$ cat src/rtl/column_sum_accumulator_pkg.sv
// Shared constants and state encoding for the column sum accumulator.
// The column counts are summed with a serial carry across columns.
package column_sum_accumulator_pkg;

  localparam int DEF_NCOL     = 16;
  localparam int DEF_RES_W    = DEF_NCOL + 4;
  localparam int FLUSH_CYCLES = 4;

  typedef enum logic [1:0] {
    ST_ACC   = 2'd0,
    ST_FLUSH = 2'd1,
    ST_HOLD  = 2'd2
  } state_t;

endpackage

$ cat src/rtl/column_sum_accumulator_adder15_4.sv
// 15:4 column compressor: the number of set bits in one 15-bit
// partial-product column.
module adder15_4 (
  input  logic [14:0] col,
  output logic [3:0]  cnt
);

  always_comb begin
    cnt = 4'd0;
    for (int i = 0; i < 15; i++) begin
      cnt = cnt + {3'd0, col[i]};
    end
  end

endmodule

$ cat src/rtl/column_sum_accumulator.sv
// Sums weighted popcounts of LSB-first partial-product columns into one
// exact binary total and hands it to the accumulator stage.
module column_sum_accumulator
  import column_sum_accumulator_pkg::*;
#(
  parameter int NCOL  = DEF_NCOL,
  parameter int RES_W = NCOL + 4
) (
  input  logic             clk,
  input  logic             reset,
  input  logic             in_valid,
  output logic             in_ready,
  input  logic [14:0]      in_col,
  input  logic             in_last,
  output logic             out_valid,
  input  logic             out_ready,
  output logic [RES_W-1:0] out_sum,
  output logic             out_ovf,
  output state_t           dbg_state
);

  localparam int COL_W = $clog2(NCOL + 4);
  localparam logic [COL_W-1:0] LAST_IDX  = COL_W'(NCOL - 1);
  localparam logic [1:0]       FLUSH_END = 2'(FLUSH_CYCLES - 1);

  // Handshakes: a transfer happens on a rising edge where valid and ready
  // are both high; ready and valid are decoded from registered state only,
  // so neither depends combinationally on the other side's signal.

  state_t             state, state_nx;
  logic [COL_W-1:0]   col_idx;
  logic [3:0]         carry;
  logic [RES_W-1:0]   result;
  logic [1:0]         flush_cnt;
  logic               ovf_r;

  logic [3:0]         cnt;
  logic [4:0]         s;
  logic               accept;
  logic               frame_end;
  logic               out_fire;

  adder15_4 u_adder15_4 (
    .col (in_col),
    .cnt (cnt)
  );

  assign s         = {1'b0, carry} + {1'b0, cnt};
  assign accept    = in_valid && in_ready;
  assign frame_end = in_last || (col_idx == LAST_IDX);
  assign out_fire  = out_valid && out_ready;

  always_ff @(posedge clk) begin
    if (reset) state <= ST_ACC;
    else       state <= state_nx;
  end

  always_comb begin
    state_nx  = state;
    in_ready  = 1'b0;
    out_valid = 1'b0;
    case (state)
      ST_ACC: begin
        in_ready = 1'b1;
        if (in_valid && frame_end) state_nx = ST_FLUSH;
      end
      ST_FLUSH: begin
        if (flush_cnt == FLUSH_END) state_nx = ST_HOLD;
      end
      ST_HOLD: begin
        out_valid = 1'b1;
        if (out_ready) state_nx = ST_ACC;
      end
      default: state_nx = ST_ACC;
    endcase
  end

  always_ff @(posedge clk) begin
    if (reset) begin
      col_idx   <= '0;
      carry     <= '0;
      result    <= '0;
      flush_cnt <= '0;
      ovf_r     <= 1'b0;
    end else begin
      case (state)
        ST_ACC: begin
          if (accept) begin
            result[col_idx] <= s[0];
            carry           <= s[4:1];
            col_idx         <= col_idx + 1'b1;
            flush_cnt       <= '0;
            ovf_r           <= (col_idx == LAST_IDX) && !in_last;
          end
        end
        ST_FLUSH: begin
          // Drain the remaining carry one bit per edge above the last column.
          result[col_idx] <= carry[0];
          carry           <= carry >> 1;
          col_idx         <= col_idx + 1'b1;
          flush_cnt       <= flush_cnt + 1'b1;
        end
        ST_HOLD: begin
          if (out_fire) begin
            result  <= '0;
            carry   <= '0;
            col_idx <= '0;
            ovf_r   <= 1'b0;
          end
        end
        default: ;
      endcase
    end
  end

  assign out_sum   = out_valid ? result : '0;
  assign out_ovf   = out_valid && ovf_r;
  assign dbg_state = state;

endmodule

$ cat config.mk
export PLATFORM = sky130hd
export DESIGN_NAME = column_sum_accumulator
export DESIGN_NICKNAME = d
export VERILOG_FILES = /design/src/rtl/column_sum_accumulator_pkg.sv /design/src/rtl/column_sum_accumulator_adder15_4.sv /design/src/rtl/column_sum_accumulator.sv
export SDC_FILE = /design/constraint.sdc
export NUM_CORES = 1
export LEC_CHECK = 0
export ABC_CLOCK_PERIOD_IN_PS = 5480
export BUFFER_PORTS_ARGS = -buffer_cell sky130_fd_sc_hd__buf_2
export CAP_MARGIN = 25
export CORE_MARGIN = 5
export CORE_UTILIZATION = 24
export CTS_CLUSTER_SIZE = 14
export DETAILED_ROUTE_END_ITERATION = 10
export GPL_ROUTABILITY_DRIVEN = 0
export GPL_TIMING_DRIVEN = 0
export HOLD_SLACK_MARGIN = 0.08
export PLACE_DENSITY = 0.41
export REMOVE_ABC_BUFFERS = 1
export SYNTH_ARGS = -nofsm -noshare
export SYNTH_HDL_FRONTEND = slang
export SYNTH_HIERARCHICAL = 1
export SYNTH_SLANG_ARGS = --single-unit
$ cat constraint.sdc
create_clock -name clk -period 5.48 [get_ports clk]
set_input_delay 0 -clock clk [delete_from_list [all_inputs] [get_ports clk]]
set_output_delay 0 -clock clk [all_outputs]
set_load 0.01 [all_outputs]
Word level (Yosys, flattened, before mapping)
Cells that the tools add are included.

storage, ports and cells
  bits in registers = 34
  input bits = 20
  output and inout bits = 25
  word-level logic and storage cells = 75

cells by class
  add/subtract/negate cells = 17
  $lt $le $gt $ge = 2
  equality and inequality tests = 9
  multiplexer cells = 25
  reductions and logical operators = 16

operator list
  operator                                                                             number
  20-bit 2-to-1 mux                                                                    3
  20-bit one-hot mux with 3 select lines                                               1
  4-bit by 1-bit adder with 4-bit output                                               13
  20-bit bitwise mux                                                                   2
  5-bit one-hot mux with 3 select lines                                                1
  4-bit one-hot mux with 3 select lines                                                1
  5-bit 2-to-1 mux                                                                     2
  2-bit inequality test, second input constant                                         5
  3-bit AND reduction                                                                  3
  2-bit 2-to-1 mux                                                                     4
  4-bit 2-to-1 mux                                                                     2
  1-bit logical AND                                                                    6
  5-bit by 6-bit less-than comparator with 1-bit output, second input constant         1
  2-bit one-hot mux with 3 select lines                                                1
  4-bit by 4-bit adder with 5-bit output                                               1
  5-bit by 1-bit adder with 5-bit output, second input constant                        1
  1-bit demux with 5-bit select                                                        1
  5-bit by 4-bit equality test with 1-bit output, second input constant                1
  5-bit by 1-bit greater-or-equal comparator with 1-bit output, second input constant  1
  1-bit 2-to-1 mux                                                                     5
  2-bit equality test, second input constant                                           2
  2-bit one-hot mux with 2 select lines                                                1
  2-bit nonzero test                                                                   2
  3-bit nonzero test                                                                   1
  other kinds (8)                                                                      8

Logic depth before layout (Yosys ltp)
Gate-level depths: netlist of the first run.

  word-level depth = 18
  depth in mapped cells = 14
  gate-level depth less buffers = 14

Modules after synthesis
Netlist of the first run, hierarchy kept.

by module, submodules not included
  module                  times used  cells an instance  area each (µm²)
  column_sum_accumulator  1           248                2,074.5
  adder15_4               1           36                 325.3

Worst setup path before layout of the first run
OpenSTA, ideal clock, no wires.

  kind = input-to-reg
  start = input port in_col[0]
  end = register carry[3]
  setup time = 71 ps
  arrival time = 3,910 ps
  setup slack = 1,500 ps
  stages = 14
  buffers on the path = 0
  path through = inv_1 > fa_1 > fa_1 > fa_1 > fa_1 > fa_1 > fa_1 > inv_1 > inv_1 > fa_1 > nor2b_1 > o21ai_0 > a211o_1 > a21oi_1

on the way
  cells in the longest elaborated chain, start to end = 17

ends and longest elaborated chain
  element                                                line                                    source
  from (decl)                                            column_sum_accumulator.sv:13            input logic [14:0] in_col,
  1-bit by 1-bit adder with 2-bit output                 column_sum_accumulator_adder15_4.sv:11  cnt = cnt + {3'd0, col[i]};
  4-bit by 1-bit adder with 4-bit output (13 in series)  column_sum_accumulator_adder15_4.sv:11
  net cnt[1]                                             column_sum_accumulator.sv:37            logic [3:0] cnt;
  4-bit by 4-bit adder with 5-bit output                 column_sum_accumulator.sv:48            assign s = {1'b0, carry} + {1'b0, cnt};
  4-bit 2-to-1 mux                                       column_sum_accumulator.sv:88            if (accept) begin
  4-bit one-hot mux with 3 select lines                  column_sum_accumulator.sv:86            case (state)
  to (signal assigned)                                   column_sum_accumulator.sv:90            carry <= s[4:1];
  to (signal assigned)                                   column_sum_accumulator.sv:99            carry <= carry >> 1;
  to (decl)                                              column_sum_accumulator.sv:32            logic [3:0] carry;

The timed path passes the listed nets, and every way through them passes these cells. The select of a mux whose other input is x is not followed.
A chain may end at the register's enable or synchronous reset.

Worst setup path in the final report of the first run
  start = input port in_col[5]
  end = register carry[3]

on the way
  cells in the longest elaborated chain, start to end = 13

ends and longest elaborated chain
  element                                                line
  4-bit by 1-bit adder with 4-bit output (10 in series)  column_sum_accumulator_adder15_4.sv:11
  net cnt[1]                                             column_sum_accumulator.sv:37
  4-bit by 4-bit adder with 5-bit output                 column_sum_accumulator.sv:48
  4-bit 2-to-1 mux                                       column_sum_accumulator.sv:88
  4-bit one-hot mux with 3 select lines                  column_sum_accumulator.sv:86

The timed path passes the listed nets, and every way through them passes these cells. The select of a mux whose other input is x is not followed.

==> results of run 1 <==
-- kinds of logic after synthesis --
group / count (synthesis) / synth area share
muxes: 2 / 0.008342
buffers and inverters: 50 / 0.08916
adders and majority gates: 28 / 0.1804
and+or+nand+nor: 122 / 0.2805
AOI/OAI and AO/OA: 46 / 0.1507
xor gates and xnor gates: 2 / 0.007301
DFF: 34 / 0.2836
-- worst min path at each step --
stage                     startpoint           end  slack [ns]  cells past startpoint
after floorplan                reset      carry[3]        0.07                      1
after global placement      in_valid  flush_cnt[0]        0.36                      3
after detailed placement    in_valid  flush_cnt[0]        0.36                      3
after CTS                      reset    col_idx[0]        0.09                      2
after global routing           reset    col_idx[0]        0.11                      2
final                          reset    col_idx[0]        0.08                      2
-- power by group through the flow --
stage / logic, mW / registers [mW] / clock network [mW]
floorplan: 0.405 / 0.306 / 0
global placement: 0.529 / 0.312 / 0
detailed placement: 0.536 / 0.312 / 0
CTS: 0.543 / 0.306 / 0.205
global route: 0.611 / 0.312 / 0.219
finish: 0.533 / 0.306 / 0.198
-- placed cells by master, fill, tap and decap left out, types with 3 or more instances in the layout --
cell and instances:
ha_1 17, inv_1 32, nand3_1 25, a21oi_1 10, buf_2 44, a311oi_1 3
nand4_1 4, a31o_1 19, o21ai_0 4, or3_1 3, nor2_1 18, and2_1 23
fa_1 11, nand2b_1 3, nand2_1 7, clkbuf_8 6, nor3_1 23, dfxtp_1 34
-- routing by layer --
| layer | routed length (microns) | global-route usage | share of wire | vias up |
|---|---|---|---|---|
| li1 | - | - | - | 1061 |
| met4 | 66 | 0.03117 | 0.011 | 0 |
| met1 | 2841 | 0.1330 | 0.49 | 954 |
| met2 | 2622 | 0.1577 | 0.45 | 37 |
| met5 | 0 | 0 | 0 | - |
| met3 | 236 | 0.01922 | 0.041 | 7 |
-- timing repair --
action,4_1_cts,5_1_grt
hold buffers,1,0
endpoints found under the setup margin,0,0
endpoints found under the hold margin,1,0
-- layout make-up --
class	instances	share of cell area
clock inverters	2	0.004415
inverters	32	0.04238
repair buffers	47	0.09183
well taps	133	0.05872
clock buffers	6	0.02914
flip-flops and latches	34	0.2402
multi-input cells	200	0.5333
-- per-stage QoR --
step / total power, mW / cell area (sq um)
2_1_floorplan: 0.7113 / 2306
3_3_place_gp: 0.8413 / 2693
3_5_place_dp: 0.8481 / 2714
4_1_cts: 1.054 / 2819
5_1_grt: 1.142 / 2834
6_report: 1.037 / 2834
-- worst max-delay path, delay by kind of cell --
family | cells | cell delay [ns]
compound gates | 3 | 0.53
fa+ha+maj | 7 | 3.20
simple gates | 1 | 0.17
buf+inv | 4 | 0.29
==> results.json, run 1 <==
{
  "cts_buffer_depth": 2,
  "io_pins": 45,
  "final_util": 0.2899,
  "cts_tree": "done",
  "rsz0062_at_grt": "no",
  "synth.cell_area_sq_mm": 0.002400,
  "nets": 368,
  "nFillCells": 1093,
  "cts_resized": 0,
  "finalHoldViolCount": 0,
  "setup_violations": 0,
  "final.period_utilization": 0.7241,
  "maxSlewHeadroom": 0.4310,
  "regArea_sq_um": 680.7,
  "yosysMostFrequentCell": "dfxtp_1",
  "grt_pass1_vias": 1909,
  "max_freq_ghz": 0.2520,
  "portBuffers": 44,
  "synth_top_area_share": 0.2836,
  "ant_nets": 0,
  "multi_input_area_sq_mm": 0.001511,
  "path_clk_slew_ns": 0.07,
  "p_leak_nw": 1.210,
  "reg2reg_depth": 7,
  "finalSetupTns_ns": 0,
  "start_kind": "primary input",
  "synth_commonest_cells": "dfxtp_1, inv_1, nand3_1",
  "avgViaCountPerCell": 4.535,
  "timing.hold.ws_ns": 0.08443,
  "period_needed_ns": 3.968,
  "intPower_mw": 0.5891,
  "p_per_area_mw_per_mm2": 366.0,
  "timing.rr.start": "dbg_state[0]",
  "critical_path.most_common_cell": "fa_1",
  "wire_per_inst_microns": 12.70,
  "crit_required_ns": 5.70,
  "synth_area_leaders": "dfxtp_1, fa_1, ha_1",
  "crit_type": "primary input to flop",
  "dp_hpwl_microns": 4241,
  "drive_above_1_share": 0.1807,
  "coreArea_sq_mm": 0.009774,
  "cpMaxStageDelayCell": "fa_1",
  "overflow": 0,
  "routed_wl_microns": 5767,
  "grt_max_degree": 34,
  "grt_usage": 0.09842,
  "pwr-share-comb": 0.514,
  "startpoint": "in_col[5]",
  "row_count": 36,
  "die_w_microns": 110.0,
  "skew_ns": 0.01344,
  "end_kind": "flop",
  "antennaDiodeCount": 0,
  "r2r_setup_slack_ns": 2.68,
  "max_stage_delay_ns": 0.54,
  "hold_path_class": "primary input to flop",
  "root_buffer": "clkbuf_8",
  "peakVddDrop_uv": 104.6,
  "die_height_microns": 110.0,
  "power_frac_clock": 0.191,
  "synth_edf_count": 0,
  "syn2layout_area_growth_pct": 18.09,
  "clock_latency_ns": 0.29,
  "dieArea_sq_mm": 0.01210,
  "ys_async_sr_fraction": 0,
  "pwr-share-seq": 0.295,
  "status": "finished clean",
  "setup_ws_ns": 1.512,
  "crit_path_end": "carry[3]",
  "max_slew.worst_pin.slew_ns": 0.8507,
  "syn_avg_cell_area_sq_um": 8.450,
  "synth_ff_type": "dfxtp_1",
  "switching_share": 0.4321,
  "slew_viol_final": 0,
  "dp.cells": 444,
  "synth-seq-area-share": 0.2836,
  "antenna_found_initial": 0,
  "drtIter0Drc": 53,
  "dp_slack_ns": 1.179,
  "cp_max_fo": 2,
  "start_util": 0.2455,
  "h-tree-depth": 2,
  "vias": 2059,
  "arrival_ns": 4.19,
  "final_cells": 454,
  "yosys.area.top_type": "dfxtp_1",
  "cts_sinks": 34,
  "first_pass_iters": 4,
  "ys_warn_count": 6,
  "switchingPower_mw": 0.4481,
  "worstPathCellList": "buf_2 -> fa_1 -> inv_1 -> fa_1 -> fa_1 -> fa_1 -> fa_1 -> fa_1 -> inv_1 -> inv_1 -> fa_1 -> nor2b_1 -> o21ai_0 -> a211o_1 -> a21oi_1",
  "cap_viol_max_count": 0,
  "ys_seq_elements": 34,
  "synthCells": 284,
  "cts-buffers-inserted": 5,
  "yosys.cell_types.count": 44,
  "post_cts_buffers": 0,
  "drc": 0,
  "grt_pass1_wl_microns": 9384
}
No activity file was read; power rests on OpenSTA's default activity.
==> run 2: changes to the inputs <==
--- a/config.mk
+++ b/config.mk
@@ -5,7 +5,7 @@
 export SDC_FILE = /design/constraint.sdc
 export NUM_CORES = 1
 export LEC_CHECK = 0
-export ABC_CLOCK_PERIOD_IN_PS = 5480
+export ABC_CLOCK_PERIOD_IN_PS = 3600
 export BUFFER_PORTS_ARGS = -buffer_cell sky130_fd_sc_hd__buf_2
 export CAP_MARGIN = 25
 export CORE_MARGIN = 5
@@ -15,7 +15,7 @@
 export GPL_ROUTABILITY_DRIVEN = 0
 export GPL_TIMING_DRIVEN = 0
 export HOLD_SLACK_MARGIN = 0.08
-export PLACE_DENSITY = 0.41
+export PLACE_DENSITY = 0.42
 export REMOVE_ABC_BUFFERS = 1
 export SYNTH_ARGS = -nofsm -noshare
 export SYNTH_HDL_FRONTEND = slang
==> constraint.sdc (replaced) <==
create_clock -name clk -period 3.6 [get_ports clk]
set_input_delay 0 -clock clk [delete_from_list [all_inputs] [get_ports clk]]
set_output_delay 0 -clock clk [all_outputs]
set_load 0.01 [all_outputs]
==> run 2 against run 1 <==
Compared with the run above: the run now ends with negative setup slack left; global-route usage increased by 0.52 points; clock-buffer cell count unchanged; setup slack got worse by 1.6 ns; sequential share of layout area decreased by 0.93 points; combinational power increased by 100%; total power increased by 86%; via count increased by 1.1%; clock skew decreased by 0.0070 ns; routed wire length increased by 4.5%; register-to-register slack got worse by 2.0 ns; critical endpoint is now carry[1]; largest cell class unchanged; largest power group unchanged.
==> results.json, run 2 (synthesis results as in run 1) <==
{
  "status": "finished, violations left",
  "dp_slack_ns": -0.6993,
  "hold_path_class": "primary input to flop",
  "setup_violations": 4,
  "final_util": 0.3016,
  "r2r_setup_slack_ns": 0.66,
  "antenna_found_initial": 0,
  "io_pins": 45,
  "routed_wl_microns": 6027,
  "cts_tree": "done",
  "grt_pass1_wl_microns": 9804,
  "row_count": 36,
  "h-tree-depth": 2,
  "rsz0062_at_grt": "yes",
  "path_clk_slew_ns": 0.07,
  "cts_sinks": 34,
  "p_leak_nw": 1.241,
  "start_kind": "primary input",
  "p_per_area_mw_per_mm2": 653.5,
  "die_height_microns": 110.0,
  "cpMaxStageDelayCell": "fa_1",
  "start_util": 0.2455,
  "max_stage_delay_ns": 0.53,
  "peakVddDrop_uv": 248.7,
  "avgViaCountPerCell": 4.574,
  "antennaDiodeCount": 0,
  "ant_nets": 0,
  "dieArea_sq_mm": 0.01210,
  "coreArea_sq_mm": 0.009774,
  "period_needed_ns": 3.735,
  "portBuffers": 44,
  "hold_buffers": 0,
  "finalHoldViolCount": 0,
  "critical_path.most_common_cell": "fa_1",
  "final_cell_mix": "buf_2, dfxtp_1, inv_1",
  "die_w_microns": 110.0,
  "dp_hpwl_microns": 4322,
  "vias": 2081,
  "worstPathCellList": "buf_6 -> fa_1 -> inv_1 -> fa_1 -> fa_1 -> fa_1 -> fa_2 -> fa_2 -> inv_2 -> inv_2 -> fa_2 -> nor2b_4 -> buf_4 -> nor3_2 -> a311oi_1 -> a211oi_1",
  "crit_required_ns": 3.76,
  "maxSlewHeadroom": 0.3803,
  "overflow": 0,
  "drive_above_1_share": 0.2391,
  "setup_ws_ns": -0.1347,
  "cap_viol_max_count": 0,
  "end_kind": "flop",
  "violations": "negative setup slack",
  "clock_latency_ns": 0.29,
  "arrival_ns": 3.89,
  "root_buffer": "clkbuf_8",
  "grt_usage": 0.1037,
  "max_freq_ghz": 0.2678,
  "drc": 0,
  "cts-buffers-inserted": 5,
  "final_common_cell": "buf_2",
  "nets": 370,
  "drtIter0Drc": 65,
  "max_slew.worst_pin.slew_ns": 0.9296,
  "syn2layout_area_growth_pct": 22.84,
  "slew_viol_final": 0,
  "crit_type": "primary input to flop",
  "wire_per_inst_microns": 13.25,
  "skew_ns": 0.006400,
  "cts_buffer_depth": 2,
  "cp_max_fo": 2,
  "grt_pass1_vias": 2011,
  "grt_max_degree": 34,
  "final.period_utilization": 1.037,
  "first_pass_iters": 4
}
run 2: area by class of cell:
type | count | area, sq um
clock inverter | 1 | 30.03
tap | 133 | 166.4
inverter | 32 | 120.1
multi-input combinational | 200 | 1593
sequential | 34 | 680.7
timing repair buffer | 49 | 275.3
clock buffer | 6 | 82.58
fill | 1074 | 6827
run 2: what timing repair did:
action,4_1_cts,5_1_grt
pin swaps,7,9
buffers inserted,2,2
gates cloned,0,0
setup endpoints to repair,23,23
gates resized for setup,10,13
run 2: worst paths after layout:
path           startpoint           end  depth (start not counted)
max             in_col[5]      carry[1]                         16
min              in_valid  flush_cnt[0]                          3
max reg2reg  dbg_state[0]          flop                          7
min reg2reg          flop          flop                          1
run 2: where the power goes:
group	switching, mW	total [mW]	internal (mW)
logic	0.595	1.09	0.497
clock network	0.141	0.362	0.222
registers	0.0516	0.472	0.421
total	0.787	1.93	1.14
run 2: per-stage QoR:
step / hold WS [ns] / TNS, ns / cell area (sq um) / std cells / total power, mW
after global placement: 0.3664 / -9.533 / 2693 / 443 / 1.278
after global routing: 0.1183 / -0.9151 / 2948 / 455 / 2.100
after CTS: 0.08268 / -0.6375 / 2863 / 453 / 1.752
after floorplan: 0.06907 / -1.210 / 2306 / 266 / 1.083
after detailed placement: 0.3882 / -9.239 / 2714 / 444 / 1.296
final: 0.08957 / -0.3470 / 2948 / 455 / 1.926
run 2: layer usage:
layer  track usage  up-vias  routed length (microns)
li1              -     1060                        -
met1        0.1419      977                     2919
met2        0.1603       34                     2762
met3       0.02097       10                      239
met4       0.03918        0                      106
met5             0        -                        0
run 2: critical path: cells and delay by family:
kind / cells / cell delay, ns
compound gates: 2 / 0.29
fa+ha+maj: 7 / 3.07
buf+inv: 5 / 0.38
simple gates: 2 / 0.17
